## src/rtl/orient_rot_engine.sv

```systemverilog
`default_nettype none
// ============================================================================
// Module   : orient_rot_engine
// Brief    : Multi-lane orientation engine. It rotates the 3-bit orientation
//            code in each lane one quarter turn per cycle, or performs
//            INC/DEC/CHECK/MOV on the full lane words.
//            With macro ROT_FAST_EN defined, rotation finishes in one cycle.
// Revision : 1.0 - initial release
// ============================================================================
module orient_rot_engine #(
    parameter int WIDTH = 8,
    parameter int LANES = 4
) (
    input  logic                     clk,
    input  logic                     rst,
    input  logic                     in_valid,
    output logic                     in_ready,
    input  logic [2:0]               in_op,
    input  logic [1:0]               in_axis,
    input  logic [1:0]               in_turns,
    input  logic [LANES*WIDTH-1:0]   in_data,
    input  logic [WIDTH-1:0]         in_cmp,
    output logic                     out_valid,
    input  logic                     out_ready,
    output logic [LANES*WIDTH-1:0]   out_data,
    output logic [LANES-1:0]         out_zf,
    output logic                     out_err
);

    localparam logic [2:0] c_OP_ROT = 3'd0;
    localparam logic [2:0] c_OP_INC = 3'd1;
    localparam logic [2:0] c_OP_DEC = 3'd2;
    localparam logic [2:0] c_OP_CHK = 3'd3;
    localparam logic [2:0] c_OP_MOV = 3'd4;

    localparam logic [1:0] c_AX_RL  = 2'd0;
    localparam logic [1:0] c_AX_UD  = 2'd1;
    localparam logic [1:0] c_AX_FB  = 2'd2;
    localparam logic [1:0] c_AX_BAD = 2'd3;

    localparam logic [1:0] c_ST_IDLE = 2'd0;
`ifndef ROT_FAST_EN
    localparam logic [1:0] c_ST_ROT  = 2'd1;
`endif
    localparam logic [1:0] c_ST_DONE = 2'd2;

    localparam logic [WIDTH-1:0] c_ONE = WIDTH'(1);

    // One quarter turn; codes not on the axis cycle (and illegal codes) hold.
    function automatic logic [2:0] f_step(input logic [2:0] code, input logic [1:0] axis);
        f_step = code;
        case (axis)
            c_AX_RL: case (code)
                3'd0: f_step = 3'd2;
                3'd2: f_step = 3'd5;
                3'd5: f_step = 3'd4;
                3'd4: f_step = 3'd0;
                default: f_step = code;
            endcase
            c_AX_UD: case (code)
                3'd0: f_step = 3'd1;
                3'd1: f_step = 3'd5;
                3'd5: f_step = 3'd3;
                3'd3: f_step = 3'd0;
                default: f_step = code;
            endcase
            c_AX_FB: case (code)
                3'd1: f_step = 3'd4;
                3'd2: f_step = 3'd1;
                3'd3: f_step = 3'd2;
                3'd4: f_step = 3'd3;
                default: f_step = code;
            endcase
            default: f_step = code;
        endcase
    endfunction

`ifdef ROT_FAST_EN
    // Unrolled composition, which resolves to a flat 90/180/270 lookup.
    function automatic logic [2:0] f_rot_n(input logic [2:0] code, input logic [1:0] axis,
                                           input logic [1:0] turns);
        logic [2:0] c;
        c = code;
        for (int k = 0; k < 3; k++) begin
            if (k < int'(turns)) c = f_step(c, axis);
        end
        f_rot_n = c;
    endfunction
`endif

    logic [1:0]             r_state, w_state_nxt;
    logic [LANES*WIDTH-1:0] r_data,  w_data_nxt;
    logic [LANES-1:0]       r_zf,    w_zf_nxt;
    logic                   r_err,   w_err_nxt;

    logic [LANES*WIDTH-1:0] w_in_rot;
    logic [LANES*WIDTH-1:0] w_in_inc;
    logic [LANES*WIDTH-1:0] w_in_dec;
    logic [LANES-1:0]       w_in_eq;
    logic [LANES-1:0]       w_in_ill;

`ifndef ROT_FAST_EN
    logic [1:0]             r_cnt,  w_cnt_nxt;
    logic [1:0]             r_axis, w_axis_nxt;
    logic [LANES*WIDTH-1:0] w_step;
`endif

    for (genvar gi = 0; gi < LANES; gi++) begin : g_lane
        logic [WIDTH-1:0] w_word;
        logic [WIDTH-1:0] w_rot_word;

        assign w_word = in_data[gi*WIDTH +: WIDTH];
        assign w_in_ill[gi] = &w_word[2:1];
        assign w_in_inc[gi*WIDTH +: WIDTH] = w_word + c_ONE;
        assign w_in_dec[gi*WIDTH +: WIDTH] = w_word - c_ONE;
        assign w_in_eq[gi] = (w_word == in_cmp);

        // Payload bits above the code pass through untouched.
        always_comb begin
            w_rot_word = w_word;
`ifdef ROT_FAST_EN
            w_rot_word[2:0] = f_rot_n(w_word[2:0], in_axis, in_turns);
`else
            w_rot_word[2:0] = f_step(w_word[2:0], in_axis);
`endif
        end
        assign w_in_rot[gi*WIDTH +: WIDTH] = w_rot_word;

`ifndef ROT_FAST_EN
        logic [WIDTH-1:0] w_cur;
        logic [WIDTH-1:0] w_cur_step;
        assign w_cur = r_data[gi*WIDTH +: WIDTH];
        always_comb begin
            w_cur_step      = w_cur;
            w_cur_step[2:0] = f_step(w_cur[2:0], r_axis);
        end
        assign w_step[gi*WIDTH +: WIDTH] = w_cur_step;
`endif
    end

    always_comb begin
        w_state_nxt = r_state;
        w_data_nxt  = r_data;
        w_zf_nxt    = r_zf;
        w_err_nxt   = r_err;
`ifndef ROT_FAST_EN
        w_cnt_nxt   = r_cnt;
        w_axis_nxt  = r_axis;
`endif
        case (r_state)
            c_ST_IDLE: begin
                if (in_valid) begin
                    w_state_nxt = c_ST_DONE;
                    w_data_nxt  = in_data;
                    w_zf_nxt    = '0;
                    w_err_nxt   = 1'b0;
`ifndef ROT_FAST_EN
                    w_axis_nxt  = in_axis;
`endif
                    case (in_op)
                        c_OP_ROT: begin
                            if (in_axis == c_AX_BAD) begin
                                w_err_nxt = 1'b1;
                            end else begin
                                w_err_nxt = |w_in_ill;
                                // The first quarter turn lands on the accept edge.
                                if (in_turns != 2'd0) begin
                                    w_data_nxt = w_in_rot;
`ifndef ROT_FAST_EN
                                    if (in_turns != 2'd1) begin
                                        w_state_nxt = c_ST_ROT;
                                        w_cnt_nxt   = in_turns - 2'd1;
                                    end
`endif
                                end
                            end
                        end
                        c_OP_INC: w_data_nxt = w_in_inc;
                        c_OP_DEC: w_data_nxt = w_in_dec;
                        c_OP_CHK: w_zf_nxt   = w_in_eq;
                        c_OP_MOV: w_data_nxt = in_data;
                        default:  w_err_nxt  = 1'b1;
                    endcase
                end
            end
`ifndef ROT_FAST_EN
            c_ST_ROT: begin
                w_data_nxt = w_step;
                w_cnt_nxt  = r_cnt - 2'd1;
                if (r_cnt == 2'd1) w_state_nxt = c_ST_DONE;
            end
`endif
            c_ST_DONE: begin
                if (out_ready) w_state_nxt = c_ST_IDLE;
            end
            default: w_state_nxt = c_ST_IDLE;
        endcase
    end

    always_ff @(posedge clk) begin
        if (rst) begin
            r_state <= c_ST_IDLE;
            r_data  <= '0;
            r_zf    <= '0;
            r_err   <= 1'b0;
`ifndef ROT_FAST_EN
            r_cnt   <= 2'd0;
            r_axis  <= 2'd0;
`endif
        end else begin
            r_state <= w_state_nxt;
            r_data  <= w_data_nxt;
            r_zf    <= w_zf_nxt;
            r_err   <= w_err_nxt;
`ifndef ROT_FAST_EN
            r_cnt   <= w_cnt_nxt;
            r_axis  <= w_axis_nxt;
`endif
        end
    end

    assign in_ready  = (r_state == c_ST_IDLE);
    assign out_valid = (r_state == c_ST_DONE);
    assign out_data  = r_data;
    assign out_zf    = r_zf;
    assign out_err   = r_err;

endmodule
`default_nettype wire

```

## config.mk

```make
export PLATFORM = sky130hd
export DESIGN_NAME = orient_rot_engine
export DESIGN_NICKNAME = d
export VERILOG_FILES = /design/src/rtl/orient_rot_engine.sv
export SDC_FILE = /design/constraint.sdc
export NUM_CORES = 1
export LEC_CHECK = 0
export BUFFER_PORTS_ARGS = -buffer_cell sky130_fd_sc_hd__buf_2
export CAP_MARGIN = 15
export CORE_MARGIN = 4
export CORE_UTILIZATION = 37
export DETAILED_ROUTE_END_ITERATION = 16
export GPL_TIMING_DRIVEN = 0
export PLACE_DENSITY_LB_ADDON = 0.2
export SYNTH_ARGS = -nofsm -noshare
export SYNTH_HDL_FRONTEND = slang
export SYNTH_SLANG_ARGS = --single-unit
```

## constraint.sdc

```tcl
create_clock -name clk -period 4 [get_ports clk]
set_clock_uncertainty 0.05 [all_clocks]
set_input_delay 0.8 -clock clk [delete_from_list [all_inputs] [get_ports clk]]
set_output_delay 0.8 -clock clk [all_outputs]
set_load 0.01 [all_outputs]
```

Word-level counts from Yosys, hierarchy flattened
Index checks and enable logic that the tools add are counted.
{"block": "totals", "regBits": 43, "input_bits": 51, "out_inout_bits": 39, "elab_cells": 180}
{"block": "op_classes", "addsub": 10, "n_eq_ne": 77, "muxes": 54, "bitwise": 1, "n_reduce_logical": 28}
{"operator": "$pmux W3 S4", "count": 24}
{"operator": "$pmux W32 S3", "count": 1}
{"operator": "$pmux W3 S3", "count": 8}
{"operator": "$pmux W32 S2", "count": 1}
{"operator": "$eq A3 B2 Y1 const B", "count": 18}
{"operator": "$mux W27", "count": 2}
{"operator": "$ne A6 B2 Y1 const B", "count": 9}
{"operator": "$eq A3 B3 Y1 const B", "count": 17}
{"operator": "$add A8 B1 Y8 const B", "count": 4}
{"operator": "$eq A8 B8 Y1", "count": 4}
{"operator": "$mux W32", "count": 1}
{"operator": "$sub A8 B1 Y8 const B", "count": 4}
{"operator": "$reduce_and A6 Y1", "count": 5}
{"operator": "$eq A3 B1 Y1 const B", "count": 9}
{"operator": "$logic_not A3 Y1", "count": 9}
{"operator": "$mux W2", "count": 12}
{"operator": "$ne A6 B6 Y1 const B", "count": 3}
{"operator": "$ne A2 B1 Y1 const B", "count": 5}
{"operator": "$reduce_and A2 Y1", "count": 5}
{"operator": "$eq A2 B1 Y1 const B", "count": 4}
{"operator": "$eq A2 B2 Y1 const B", "count": 4}
{"operator": "$reduce_or A4 Y1", "count": 2}
{"operator": "$logic_not A2 Y1", "count": 3}
{"operator": "$ne A2 B2 Y1 const B", "count": 3}
{"operator": "other kinds (10)", "count": 13}

Longest topological paths before layout
{"block": "logic_depth", "word_depth": 8, "mapped_depth": 9, "depth_no_buf": 8}

Worst setup path before layout
Ideal clock, no wire load.
{"block": "synth_path", "path_kind": "input to register", "from": "input port in_op[0]", "to": "register r_data[15], in the netlist out_data[15]", "setup_time_ns": 0.133, "t_arrival_ns": 3.327, "t_required_ns": 3.817, "path_slack_ns": 0.490, "path_stages": 9, "path_buffers": 1, "cell_sequence": "or3b_2 -> clkbuf_1 -> inv_1 -> ha_1 -> a211oi_1 -> o211ai_1 -> a221oi_1 -> xnor2_1 -> a21oi_1"}
{"block": "synth_via", "elab_chain_cells": 4, "word_cells_on_any_way": 6, "cone_classes": "eq/ne: 2; mux: 3; reduce/logical: 1"}
{"element": "from (decl)", "line": "18", "source": "input logic [2:0] in_op,"}
{"element": "$eq A3 B2 Y1 (tied with other cells)", "line": "160", "source": "case (in_op)"}
{"element": "$pmux W32 S3 (*)", "line": "160"}
{"element": "$mux W32 (*)", "line": "152", "source": "if (in_valid) begin"}
{"element": "$pmux W32 S2 (*)", "line": "150", "source": "case (r_state)"}
{"element": "to (signal assigned)", "line": "212", "source": "r_data <= w_data_nxt;"}
{"element": "to (decl)", "line": "92", "source": "logic [LANES*WIDTH-1:0] r_data, w_data_nxt;"}
Every way passes the cells marked *; elsewhere a longest branch is shown, timed or not. The select of a mux whose other input is x is not followed.
A chain may end at the register's enable or synchronous reset.

Worst setup path after layout
{"block": "layout_path", "from": "input port in_op[1]", "to": "register r_data[18], in the netlist out_data[18]"}
Same word-level chain as after synthesis.

==> results.sh <==
export IMPL_drive_gt1_share_pct=12.6
export IMPL_status="finished clean"
export IMPL_total_power_mw=1.54
export IMPL_ant_nets=0
export IMPL_cpPeakStageDelay_ps=520
export IMPL_min_to="r_axis[1]$_SDFFE_PP0P_"
export IMPL_path_cells="buf_2 -> or3b_2 -> clkbuf_2 -> clkinvlp_4 -> fa_1 -> xnor2_1 -> nor3_1 -> a2111oi_0 -> o21ai_0 -> a32o_1"
export IMPL_maxCapViolations=0
export IMPL_dr_first_iter_drc_count=481
export IMPL_avgSynthCellArea_um2=7.10
export IMPL_synth_commonest_cells="89 x a21oi_1, 64 x clkbuf_1, 64 x nand2_1"
export IMPL_clkSlewWorstSetupHoldPaths_ps=70
export IMPL_synth_cell_type_count=65
export IMPL_die_area_um2=16000
export IMPL_crit_required_ps=4150
export IMPL_place_gp_congestion=0.952
export IMPL_r2r_start="r_axis[0]$_SDFFE_PP0P_"
export IMPL_grt_use_total_pct=22.6
export IMPL_rows=43
export IMPL_dp_hpwl_um=14200
export IMPL_start_util_pct=37.7
export IMPL_ios=90
export IMPL_ys_async_sr_fraction_pct=0
export IMPL_power_density_nw_per_um2=257
export IMPL_dieHeight_um=127
export IMPL_drc=0
export IMPL_vias=5976
export IMPL_synth_most_common_cell="a21oi_1"
export IMPL_path_delay_family="buffers and inverters"
export IMPL_worstMarginPinSlew_ps=701
export IMPL_synth_warnings=0
export IMPL_p_leak_nw=2.25
export IMPL_ys_flop_type="dfxtp_1"
export IMPL_clockBufferDepth=2
export IMPL_postCtsSetupBuffers=0
export IMPL_wl_um=18800
export IMPL_rsz0062_at_grt="no"
export IMPL_synth_edf_count=0
export IMPL_synth_nets=819
export IMPL_final_core_util_pct=43.3
export IMPL_timing_fmax_mhz=274
export IMPL_startpoint_type="input pin"
export IMPL_crit_fanout=14
export IMPL_holdWs_ps=427
export IMPL_wl_per_cell_um=18.7
export IMPL_min_path_cells=2
export IMPL_arrival_ps=3800
export IMPL_switching_share_pct=39.4
export IMPL_endpoint_kind="register"
export IMPL_min_period_ps=3650
export IMPL_finalCritPeriodShare_pct=91.2
export IMPL_dr_pass1_iters=5
export IMPL_grt_max_degree=15
export IMPL_synth_top_area_share_pct=16.5
export IMPL_power_frac_clock_pct=27.3
export IMPL_grt_pass1_vias=5543
export IMPL_hold_viol_final=0
export IMPL_ir_drop_v=0.000197
export IMPL_grt_pass1_wl_um=29400
export IMPL_synth_area_um2=5210
export IMPL_rr_endpoint="out_data[8]$_SDFFE_PP0P_"
export IMPL_n_antenna_cell=0
export IMPL_chipWidth_um=127
export IMPL_overflow=0
export IMPL_area_growth_pct=15.0
export IMPL_crit_buf_inv=3
export IMPL_layout_nets=907
export IMPL_share_comb_of_total_power_pct=41.3
export IMPL_numCtsBuffers=5
export IMPL_cp_slowest_cell="fa_1"
export IMPL_synth_area_leader_cell="dfxtp_1"
export IMPL_core_um2=13800
export IMPL_power_frac_seq_pct=31.4
export IMPL_reg2reg_setup_slack_ps=1490
export IMPL_hp_start="r_axis[1]$_SDFFE_PP0P_"
export IMPL_clock_latency_ps=300
export IMPL_worst_r2r_path_depth=8
export IMPL_slew_viol_final=0
export IMPL_numClockSinks=43
export IMPL_yosysSeqAreaShare_pct=16.5
export IMPL_p_int_mw=0.932
export IMPL_relSlewSlack_pct=53.2
export IMPL_switchingPower_mw=0.607
export IMPL_cts_tree="yes"
export IMPL_synth_cells=734
export IMPL_critPathKind="in -> reg"
export IMPL_hold_path_class="reg -> reg"
export IMPL_antenna_found_initial=0
export IMPL_io_buffers=80
export IMPL_ys_seq_elements=43
export IMPL_htreeDepth=2
export IMPL_cts_root_buf="clkbuf_16"
export IMPL_setup_viol=0
export IMPL_via_per_inst=5.96
export IMPL_synth_area_leaders="dfxtp_1 17%, a21oi_1 8.6%, xnor2_1 7.7%"
placed cells by master, fill, tap and decap left out, types with 5 or more instances in the layout:
| cell | instances |
|---|---|
| buf_2 | 84 |
| xnor2_1 | 46 |
| o211ai_1 | 12 |
| o41ai_1 | 5 |
| o31ai_1 | 9 |
| clkbuf_1 | 64 |
| inv_1 | 23 |
| nand4_1 | 10 |
| o311ai_0 | 6 |
| o22ai_1 | 10 |
| clkbuf_16 | 5 |
| nor2b_1 | 11 |
| nor2_1 | 33 |
| o221ai_1 | 6 |
| a211oi_1 | 11 |
| a221oi_1 | 7 |
| dfxtp_1 | 43 |
| a21o_1 | 8 |
| a311oi_1 | 7 |
| a31oi_1 | 10 |
| nand2b_1 | 22 |
| a21oi_1 | 89 |
| o32ai_1 | 5 |
| o21ai_0 | 53 |
| nand2_1 | 64 |
| o21bai_1 | 6 |
| xor2_1 | 10 |
| nor4_1 | 7 |
| ha_1 | 30 |
| nand3_1 | 15 |
| or3_1 | 13 |
| mux2i_1 | 7 |
| nor3_1 | 14 |
cells by family (layout without fill, tap and decap cells):
kind of cell	count (synthesis)	after routing	synth area share, %
XOR/XNOR	56	56	9.42
multiplexers	10	10	1.99
AO/OA/AOI/OAI	280	280	35.2
buffers and inverters	97	186	7.09
AND/OR/NAND/NOR	214	214	21.1
adder cells (fa/ha/maj)	34	34	8.74
flip-flops	43	43	16.5
per-stage QoR:
step | setup TNS, ps | instance area, um^2 | worst slack [ps] | instances
CTS | 0 | 5990 | 439 | 1003
finish | 0 | 5990 | 351 | 1003
global placement | -4620 | 5830 | -478 | 994
detailed placement | -4650 | 5830 | -492 | 994
floorplan | 0 | 5210 | 490 | 734
global route | 0 | 5990 | 239 | 1003
cell type report:
class                      instances  area, um^2
buffer                            72         277
clock buffer                       6         129
clock inverter                     2        12.5
fill                            1482        7840
inverter                          25        97.6
multi-input combinational        594        3980
sequential                        43         861
tap                              180         225
timing repair buffer              80         400
timing repair inverter             1        7.51
how the worst max path moves through the flow:
stage | from | end | slack (ps) | cells past startpoint
final | in_op[1] | out_data[18]$_SDFFE_PP0P_ | 350 | 10
after global routing | in_op[1] | out_data[18]$_SDFFE_PP0P_ | 240 | 10
after CTS | in_op[1] | out_data[18]$_SDFFE_PP0P_ | 440 | 10
after detailed placement | in_op[0] | out_data[18]$_SDFFE_PP0P_ | -490 | 10
after global placement | in_op[0] | out_data[23]$_SDFFE_PP0P_ | -480 | 10
after floorplan | in_op[0] | out_data[15]$_SDFFE_PP0P_ | 490 | 9
registers in the layout, indices dropped and copies added, names as in the netlist:
signal	cells
out_data	32
out_err	1
out_zf	4
r_axis	2
r_cnt	2
r_state	2
worst reg2reg max path, stage by stage (launching register included):
cell,delay (ps)
dfxtp_1,370
inv_1,80
ha_1,270
clkbuf_1,300
nor3b_1,640
nor4b_1,100
a31oi_1,170
mux2i_1,90
o31a_1,320
metal layers:
metal / routed length, um / vias up / GRT usage, %
met5: 0 / - / 0
met4: 532 / 0 / 9.02
met3: 1530 / 34 / 4.46
met2: 8330 / 271 / 35.8
met1: 8360 / 2753 / 30.1
li1: - / 2918 / -
repair_timing:
item                                    CTS  global route
endpoints found under the setup margin    9             0
resized for setup                         3             0
endpoints found under the hold margin     0             0
hold buffers                              0             0
power groups by stage:
stage	logic (mW)	registers [mW]	clock network, mW
after floorplan	0.413	0.503	0
after global placement	0.623	0.492	0
after detailed placement	0.621	0.492	0
after CTS	0.627	0.483	0.426
after global routing	0.698	0.488	0.442
final	0.636	0.483	0.420
Note: power is estimated with default switching activity, not from simulation.
